[config.mk]
export PLATFORM = sky130hd
export DESIGN_NAME = pipe_stage_elastic
export DESIGN_NICKNAME = d
export VERILOG_FILES = /design/src/rtl/pipe_stage_elastic.sv
export SDC_FILE = /design/constraint.sdc
export NUM_CORES = 1
export LEC_CHECK = 0
export BUFFER_PORTS_ARGS = -buffer_cell sky130_fd_sc_hd__clkbuf_2
export CORE_UTILIZATION = 37
export DETAILED_ROUTE_END_ITERATION = 8
export HOLD_SLACK_MARGIN = 0.03
export PLACE_DENSITY = 0.81
export SYNTH_ARGS = -nofsm -noshare
export SYNTH_HDL_FRONTEND = slang
export SYNTH_SLANG_ARGS = --single-unit
[constraint.sdc]
create_clock -name CLK -period 1.71 [get_ports CLK]
set_input_delay 0.342 -clock CLK [delete_from_list [all_inputs] [get_ports CLK]]
set_output_delay 0.342 -clock CLK [all_outputs]
set_load 0.01 [all_outputs]
[src/rtl/pipe_stage_elastic.sv]
// rtl/pipe_stage_elastic.sv - elastic valid/ready pipeline stage register with flush and stall counter
// Define PIPE_SKID_EN for a 2-entry main+skid buffer whose in_ready is registered.
module pipe_stage_elastic #(
   parameter int                DATA_W = 128,
   parameter logic [DATA_W-1:0] BUBBLE = '0,
   parameter int                CNT_W  = 16
) (
   input  logic              CLK,
   input  logic              nRST,
   input  logic              in_valid,
   output logic              in_ready,
   input  logic [DATA_W-1:0] in_data,
   output logic              out_valid,
   input  logic              out_ready,
   output logic [DATA_W-1:0] out_data,
   input  logic              flush,
   output logic [1:0]        occupancy,
   output logic [CNT_W-1:0]  stall_cnt
);

`ifdef PIPE_SKID_EN
   typedef enum logic [1:0] {EMPTY = 2'd0, ONE = 2'd1, TWO = 2'd2} state_t;
   logic [DATA_W-1:0] skid_q, skid_n;
`else
   typedef enum logic {EMPTY = 1'b0, FULL = 1'b1} state_t;
`endif

   state_t            state, state_n;
   logic [DATA_W-1:0] main_q, main_n;
   logic              accept, issue;

   // main_q holds BUBBLE whenever the stage is empty, so out_data needs no mux
   assign out_data  = main_q;
   assign out_valid = (state != EMPTY);
   assign issue     = out_valid && out_ready;
   assign accept    = in_valid && in_ready;

`ifdef PIPE_SKID_EN
   assign in_ready = flush || (state != TWO);

   always_comb begin
      state_n   = state;
      main_n    = main_q;
      skid_n    = skid_q;
      occupancy = 2'd0;
      case (state)
         ONE:     occupancy = 2'd1;
         TWO:     occupancy = 2'd2;
         default: occupancy = 2'd0;
      endcase
      if (flush) begin
         state_n = EMPTY;
         main_n  = BUBBLE;
         skid_n  = BUBBLE;
      end else begin
         case (state)
            EMPTY: if (accept) begin
               state_n = ONE;
               main_n  = in_data;
            end
            ONE: if (accept && issue) begin
               main_n = in_data;
            end else if (accept) begin
               state_n = TWO;
               skid_n  = in_data;
            end else if (issue) begin
               state_n = EMPTY;
               main_n  = BUBBLE;
            end
            TWO: if (issue) begin
               state_n = ONE;
               main_n  = skid_q;
               skid_n  = BUBBLE;
            end
            default: begin
               state_n = EMPTY;
               main_n  = BUBBLE;
               skid_n  = BUBBLE;
            end
         endcase
      end
   end

   always_ff @(posedge CLK or negedge nRST) begin
      if (!nRST) skid_q <= BUBBLE;
      else       skid_q <= skid_n;
   end
`else
   assign in_ready = flush || (state != FULL) || out_ready;

   always_comb begin
      state_n   = state;
      main_n    = main_q;
      occupancy = {1'b0, state == FULL};
      if (flush) begin
         state_n = EMPTY;
         main_n  = BUBBLE;
      end else begin
         case (state)
            EMPTY: if (accept) begin
               state_n = FULL;
               main_n  = in_data;
            end
            // accept while FULL implies issue, so this is a replace at full throughput
            FULL: if (accept) begin
               main_n = in_data;
            end else if (issue) begin
               state_n = EMPTY;
               main_n  = BUBBLE;
            end
            default: begin
               state_n = EMPTY;
               main_n  = BUBBLE;
            end
         endcase
      end
   end
`endif

   always_ff @(posedge CLK or negedge nRST) begin
      if (!nRST) begin
         state  <= EMPTY;
         main_q <= BUBBLE;
      end else begin
         state  <= state_n;
         main_q <= main_n;
      end
   end

   always_ff @(posedge CLK or negedge nRST) begin
      if (!nRST)
         stall_cnt <= '0;
      else if (out_valid && !out_ready && (stall_cnt != {CNT_W{1'b1}}))
         stall_cnt <= stall_cnt + CNT_W'(1);
   end

endmodule

* Word level (Yosys, flattened, before mapping)
Cells that the tools add are included.
** Word-level totals
- Bits in registers :: 145
- Input bits :: 133
- Output and inout bits :: 148
- Bits in latches :: 0
- Memories :: 0
- Memory bits (writable) :: 0
- Word-level logic and storage cells :: 26
- ROM bits :: 0
** Cells by class
- Div/mod/pow operators :: 0
- Multiplexer cells :: 10
- Add/subtract/negate cells :: 1
- Shift operators :: 0
- $mul :: 0
- Order comparisons :: 0
- Reductions and logical operators :: 8
- Bitwise gates (word level) :: 1
- Eq/ne operators :: 3
** Operators with widths (number)
- 128-bit two-way mux :: 4
- 128-bit case mux with 2 select lines :: 1
- 16-bit by 1-bit adder with 16-bit output (second input constant) :: 1
- 16-bit inequality test (second input constant) :: 1
- 1-bit logical AND :: 4
- 1-bit two-way mux :: 4
- 4-bit by 2-bit inequality test with 1-bit output (second input constant) :: 1
- 3-bit inequality test (second input constant) :: 1
- 1-bit logical OR :: 2
- 1-bit case mux with 2 select lines :: 1
- 2-bit AND reduction :: 1
- 1-bit logical NOT :: 1
- 1-bit NOT :: 1

* Logic depth before layout (Yosys ltp)
Gate-level depths: netlist (run 1).
- Word-level depth :: 7
- Mapped depth :: 6

* Worst setup path after synthesis (run 1)
No wires, ideal clock.
- Path kind :: reg-to-reg
- From :: register stall_cnt[0]
- To :: register stall_cnt[2]
- Arrival time :: 1.598 ns
- Buffers on the path :: 1
- Clock period less this slack :: 1.731 ns
- Slack :: -0.021 ns
- Stages on the path, launching flop included :: 7
- Setup time :: 0.133 ns
- Cell sequence :: dfrtp_1 ha_1 nand4_1 nor4_2 buf_2 nor3b_1 xor2_1
** On the way
- Longest elaborated chain between the ends :: 2
** RTL lines
- start, declared :: line 18 : output logic [CNT_W-1:0] stall_cnt
- start signal, assigned :: line 134 : stall_cnt <= stall_cnt + CNT_W'(1);
- branches (longest 2 deep; another with 16-bit by 1-bit adder with 16-bit output)
Several ways; the timed one is not identified.
A chain may end at the register's enable or synchronous reset.

* Final worst setup path (run 1)
- From :: register stall_cnt[0]
- To :: register stall_cnt[12]
The elaborated chain is that of the path after synthesis.

==> flow_summary_export.csv, run 1 <==
group,metric,value,unit
die,ios,281,
pwr,powerDensity,1080,nW/µm²
setup_path,crit_slowest_cell,"dfrtp_1",
setup_path,worstPathRequired,2.00,ns
setup_path,cp-end-kind,"flip-flop",
drt,wirelength,14000,µm
setup_path,crit_fanout,4,
setup_path,worst_path_largest_cell_delay,0.37,ns
sta,fin_tns_setup,0,ns
cts,clockBufferDepth,2,
logic_synthesis,synth-async-reset-ratio,1.00,
logic_synthesis,ys_ff_latch,145,
cts,clkLatencyLatePin,0.41,ns
place,globalplace.congestion,0.858,
place,dp_cells,821,
cts,cts_root_buf,"clkbuf_16",
final_layout,fillCellCount,1154,
logic_synthesis,synth_edf_count,0,
setup_path,arrival,1.99,ns
drt,postRouteAntennaNets,0,
die,design.core.area,14000,µm²
setup_path,cp-start-kind,"flip-flop",
sta,finalCriticalPeriod,1.70,ns
logic_synthesis,ys_warn_count,0,
cts,cts_tree,"yes",
cts,clk_pin_slew,0.06,ns
sta,setup_viol,0,
flow_run,cap_violations,0,
sta,max_freq,588,MHz
min_path,hp-class,"primary input to flip-flop",
sta,fin_skew,0.00760,ns
place,numPortBuffers,279,
die,die-width,122,µm
final_layout,layout-drive-gt1-share,0.528,
min_path,whs_path_depth,2,
drt,drcViolationCount,0,
cts,cts_made_buffers,17,
pwr,p_leak,4.28,nW
die,die_area,14900,µm²
die,rows,43,
final_layout,seq_area,3630,µm²
setup_path,path_class,"flip-flop to flip-flop",
final_layout,final_cells,854,
logic_synthesis,syn_area_per_cell,14.4,µm²
logic_synthesis,syn_nets,503,
setup_path,ff2ff_setup_slack,0.01,ns
pwr,worst_ir_drop_vdd,0.570,mV
setup_path,worstReg2RegStart,"stall_cnt[0]",
setup_path,r2r_end,"stall_cnt[12]",
final_layout,final_nets,795,
die,die_h,122,µm
logic_synthesis,synth.cell_area,5330,µm²
status,status,"complete, no violations",
pwr,power.total,8.36,mW
drt,avgRoutedWirePerCell,16.4,µm
drt,vias_per_cell,5.06,
logic_synthesis,synthCells,369,
global_routing,overflow,0,
cts,htree_num_levels,4,
setup_path,ff2ff_path_depth,5,
final_layout,area_growth,45.0,%
logic_synthesis,ys.flop_type,"dfrtp_1",
sta,rsz0062_at_grt,"yes",
drt,dr.first_iter.drc_count,217,
global_routing,antenna_found_initial,0,
cts,postCtsSetupBuffers,0,
global_routing,grt_use_total,0.185,
place,place_hpwl,10000,µm
sta,finalHoldViolations,0,
final_layout,diodes,0,
final_layout,multi_input_area,1610,µm²
global_routing,grt_pass1_wl,20800,µm
drt,vias,4322,
cts,cts_sinks,145,
global_routing,grt_pass1_vias,4171,
logic_synthesis,ys_types,25,
global_routing,grt_max_degree,68,
die,start_util,0.381,
logic_synthesis,yosysSeqAreaShare,0.681,
setup_path,crit_chain,"ha_2 -> and4_1 -> nand2_2 -> nor3_1 -> mux2_2",
min_path,hp-start,"in_data[107]",
sta,post-route-period-util,0.994,
drt,drtPass1Iterations,4,
min_path,whs_endpoint,"out_data[107]",
sta,drv_slew,0,
-- routing by layer --
| metal | up-vias | part of all wire | track usage |
|---|---|---|---|
| li1 | 1983 | - | - |
| met1 | 2121 | 0.41 | 0.216 |
| met2 | 200 | 0.50 | 0.310 |
| met3 | 18 | 0.073 | 0.0613 |
| met4 | 0 | 0.015 | 0.0772 |
| met5 | - | 0 | 0 |
-- critical path: cells and delay by family, from the launching register on --
kind                       cells  cell delay, ns
and+or+nand+nor                3            0.63
DFF                            1            0.37
muxes                          1            0.37
adders and majority gates      1            0.21
-- cells in the mapped netlist (all sizes together) (2+ instances only) --
library cell / instances / area [µm²]
nand2b: 2 / 12.5
buf: 25 / 120
nor4: 7 / 62.6
xor2: 13 / 114
nand3: 4 / 20.0
or2: 3 / 18.8
nor3: 7 / 35.0
nand2: 9 / 33.8
nand4: 4 / 25.0
a22o: 128 / 1120
a21oi: 2 / 10.0
nor3b: 2 / 15.0
dfrtp: 145 / 3630
clkbuf: 8 / 30.0
mux2: 3 / 33.8
-- timing repair --
action                                  CTS  global route
hold buffers                              1             0
endpoints found under the hold margin    43             0
endpoints found under the setup margin   77            40
resized for setup                         4             9
pin swaps                                 0             2
-- cells in the final DEF (no fill, tap or decap), types with 2 or more instances in the layout --
cell type,n
clkbuf_16,17
nor4_2,3
dfrtp_1,143
nand3_1,3
xor2_1,13
buf_6,3
dfrtp_2,2
clkbuf_2,278
a22o_1,128
nand4_1,4
nor4_1,2
nor4_4,2
nand2_1,8
inv_6,2
buf_12,7
or2_2,2
clkinv_4,3
clkinv_2,6
buf_4,17
mux2_2,3
nor3_1,7
-- state kept, by name, indices dropped and copies added, names as in the netlist --
signal	flops
out_data	128
out_valid	1
stall_cnt	16
-- worst max-delay path by stage --
stage,startpoint,endpoint,slack [ns],cells after the start
final,stall_cnt[0],stall_cnt[12],0.01,5
after global routing,stall_cnt[0],stall_cnt[12],-0.06,5
after CTS,stall_cnt[7],stall_cnt[15],0.0006,4
after detailed placement,out_ready,out_data[104],-0.13,6
after global placement,out_ready,out_data[114],0.04,6
after floorplan,stall_cnt[0],stall_cnt[2],0.005,6
-- report_power, final --
part | total [mW] | switching (mW) | internal, mW
Sequential | 3.85 | 0.184 | 3.66
Clock | 3.41 | 1.38 | 2.04
Combinational | 1.10 | 0.572 | 0.526
-- area by class of cell --
class | instances | area share
clock buffers | 19 | 0.0573
clock inverters | 13 | 0.0144
inverters | 1 | 0.000486
multi-input cells | 190 | 0.209
flip-flops and latches | 145 | 0.470
well taps | 180 | 0.0291
repair buffers | 306 | 0.220
-- cells by family after synthesis --
logic type	Yosys count	synth area share
flip-flops	145	0.681
AO/OA/AOI/OAI	130	0.212
multiplexers	3	0.00634
XOR/XNOR	13	0.0214
adder cells (fa/ha/maj)	1	0.00235
AND/OR/NAND/NOR	42	0.0474
buffers and inverters	34	0.0289
other	1	0.000704
-- metrics by stage --
stage | setup slack, ns | util | cell area (µm²) | hold WS [ns]
2_1_floorplan | 0.00541 | - | 5340 | 0.0464
3_3_place_gp | 0.0362 | 0.509 | 7120 | 0.314
3_5_place_dp | -0.131 | 0.509 | 7120 | 0.321
4_1_cts | 0.000611 | 0.550 | 7700 | 0.124
5_1_grt | -0.0590 | 0.553 | 7730 | 0.128
6_report | 0.0103 | 0.553 | 7730 | 0.141
Note: power is estimated with default switching activity, not from simulation.
==> run 2: changes to the inputs <==
- CORE_UTILIZATION: 37 -> 40
- GPL_TIMING_DRIVEN: not set -> 0
- PLACE_DENSITY: 0.81 -> 0.86
==> run 2 against run 1 <==
Effect of this change: via count increased by 2.9%; worst setup slack improved by 0.0042 ns; first-iteration DRC count increased by 0.92%; count of clock-buffer cells in the layout increased by 4; sequential share of layout area decreased by 0.14 points; critical path depth decreased by 1; global-route usage increased by 3.7 points; sequential power about the same; register-to-register slack improved by 0.02 ns.
==> flow_summary_export.csv, run 2 (synthesis gave the netlist of run 1 again) <==
group,metric,value,unit
pwr,worst_ir_drop_vdd,0.573,mV
final_layout,diodes,0,
global_routing,grt_use_total,0.221,
cts,cts_tree,"yes",
setup_path,cp-start-kind,"flip-flop",
drt,drtPass1Iterations,4,
setup_path,crit_chain,"nand2b_4 -> buf_6 -> or2_4 -> buf_6",
cts,htree_num_levels,4,
final_layout,final_nets,811,
setup_path,crit_slowest_cell,"dfrtp_1",
final_layout,final_common_cell,"clkbuf_2",
pwr,powerDensity,1100,nW/µm²
drt,vias_per_cell,5.16,
sta,finalCriticalPeriod,1.70,ns
setup_path,cp_common_cell,"buf_6",
final_layout,largest_reg_flops,128,
sta,max_slew.worst_pin.slew,0.579,ns
setup_path,cp-end-kind,"primary output",
global_routing,grt_max_degree,118,
cts,clockBufferDepth,2,
place,placed_cell_area,6990,µm²
sta,post-route-period-util,0.992,
final_layout,post-route-util,0.605,
place,numPortBuffers,279,
min_path,hp-class,"primary input to flip-flop",
cts,clkLatencyLatePin,0.41,ns
cts,cts_made_buffers,17,
setup_path,crit_fanout,4,
setup_path,worstPathRequired,1.37,ns
die,die_area,13800,µm²
drt,postRouteAntennaNets,0,
cts,clk_pin_slew,0.06,ns
place,place_hpwl,10700,µm
sta,max_freq,590,MHz
die,ios,281,
cts,cts_sinks,145,
die,die_h,117,µm
drt,avgRoutedWirePerCell,17.1,µm
die,design.core.area,12800,µm²
sta,rsz0062_at_grt,"yes",
drt,wirelength,14800,µm
final_layout,post-route-cell-area,7760,µm²
setup_path,worst_path_largest_cell_delay,0.41,ns
flow_run,cap_violations,0,
global_routing,grt_pass1_vias,4469,
status,status,"complete, no violations",
final_layout,area_growth,45.5,%
sta,max-slew-margin-rel,0.614,
global_routing,antenna_found_initial,0,
setup_path,arrival,1.35,ns
global_routing,grt_pass1_wl,23800,µm
die,start_util,0.416,
global_routing,overflow,0,
drt,vias,4446,
sta,finalHoldViolations,0,
drt,drcViolationCount,0,
cts,cts_root_buf,"clkbuf_16",
sta,setup_viol,0,
setup_path,path_class,"flip-flop to primary output",
die,rows,41,
place,globalplace.congestion,0.884,
final_layout,layout-drive-gt1-share,0.536,
sta,drv_slew,0,
drt,dr.first_iter.drc_count,219,
sta,fin_skew,0.00553,ns
pwr,p_leak,4.34,nW
final_layout,final_cell_mix,"277 x clkbuf_2, 142 x dfrtp_1, 128 x a22o_1",
die,die-width,117,µm
[run 2: cell count changes in the layout (fill, tap and decap cells not counted), sizes merged]
cell / delta
bufinv: +1
clkbuf: +14
buf: +6
clkinv: -5
clkinvlp: +2
inv: -2
[run 2: through the flow]
stage	power, mW	std cells	worst slack, ns	hold slack [ns]	setup TNS (ns)
floorplan	4.33	369	0.00541	0.0464	0
finish	8.57	862	0.0145	0.139	0
detailed placement	4.93	821	-0.439	0.248	-45.53
CTS	8.57	858	-0.0821	0.124	-0.0821
global placement	4.87	820	-1.84	0.488	-309.74
global route	8.94	862	-0.0618	0.126	-1.79
[run 2: final timing paths]
check,start,endpoint,slack [ns],cells past startpoint
max reg2reg,stall_cnt[0],stall_cnt[5],0.03,6
min,in_data[5],out_data[5],0.14,2
min reg2reg,out_data[59],out_data[59],0.50,1
min in group asynchronous,nRST,out_data[42],0.38,2
max in group asynchronous,nRST,stall_cnt[5],0.45,3
max,out_valid,in_ready,0.01,4
[run 2: critical path, delay by kind of cell, from the launching register on]
family	cells	cell delay (ns)
AND/OR/NAND/NOR	2	0.30
flip-flops	1	0.41
buffers and inverters	2	0.24
[run 2: layout make-up]
| cell class | count | area [µm²] |
|---|---|---|
| fill | 1032 | 5070 |
| clock buffer | 23 | 478 |
| timing repair buffer | 290 | 1520 |
| tap | 172 | 215 |
| multi-input combinational | 190 | 1600 |
| inverter | 1 | 3.75 |
| sequential | 145 | 3630 |
| buffer | 32 | 205 |
| clock inverter | 9 | 106 |
[run 2: metal layers]
metal | vias to the layer above | wire length (µm) | GRT usage
met5 | - | 0 | 0
li1 | 2016 | - | -
met3 | 18 | 900 | 0.0545
met4 | 0 | 221 | 0.0804
met2 | 202 | 7560 | 0.373
met1 | 2210 | 6080 | 0.276
[run 2: where the power goes]
group	switching [mW]	internal [mW]	total, mW	leakage [nW]
logic	0.558	0.521	1.08	2.12
clock network	1.36	2.26	3.62	0.279
registers	0.203	3.67	3.87	1.94
[run 2: what timing repair did]
action                                  in CTS  in global routing
pin swaps                                    1                  2
cloned                                       0                  0
hold endpoints to repair                    28                  0
resized for setup                           27                 27
hold buffers                                 1                  0
endpoints found under the setup margin     133                123
setup buffers                                4                  5
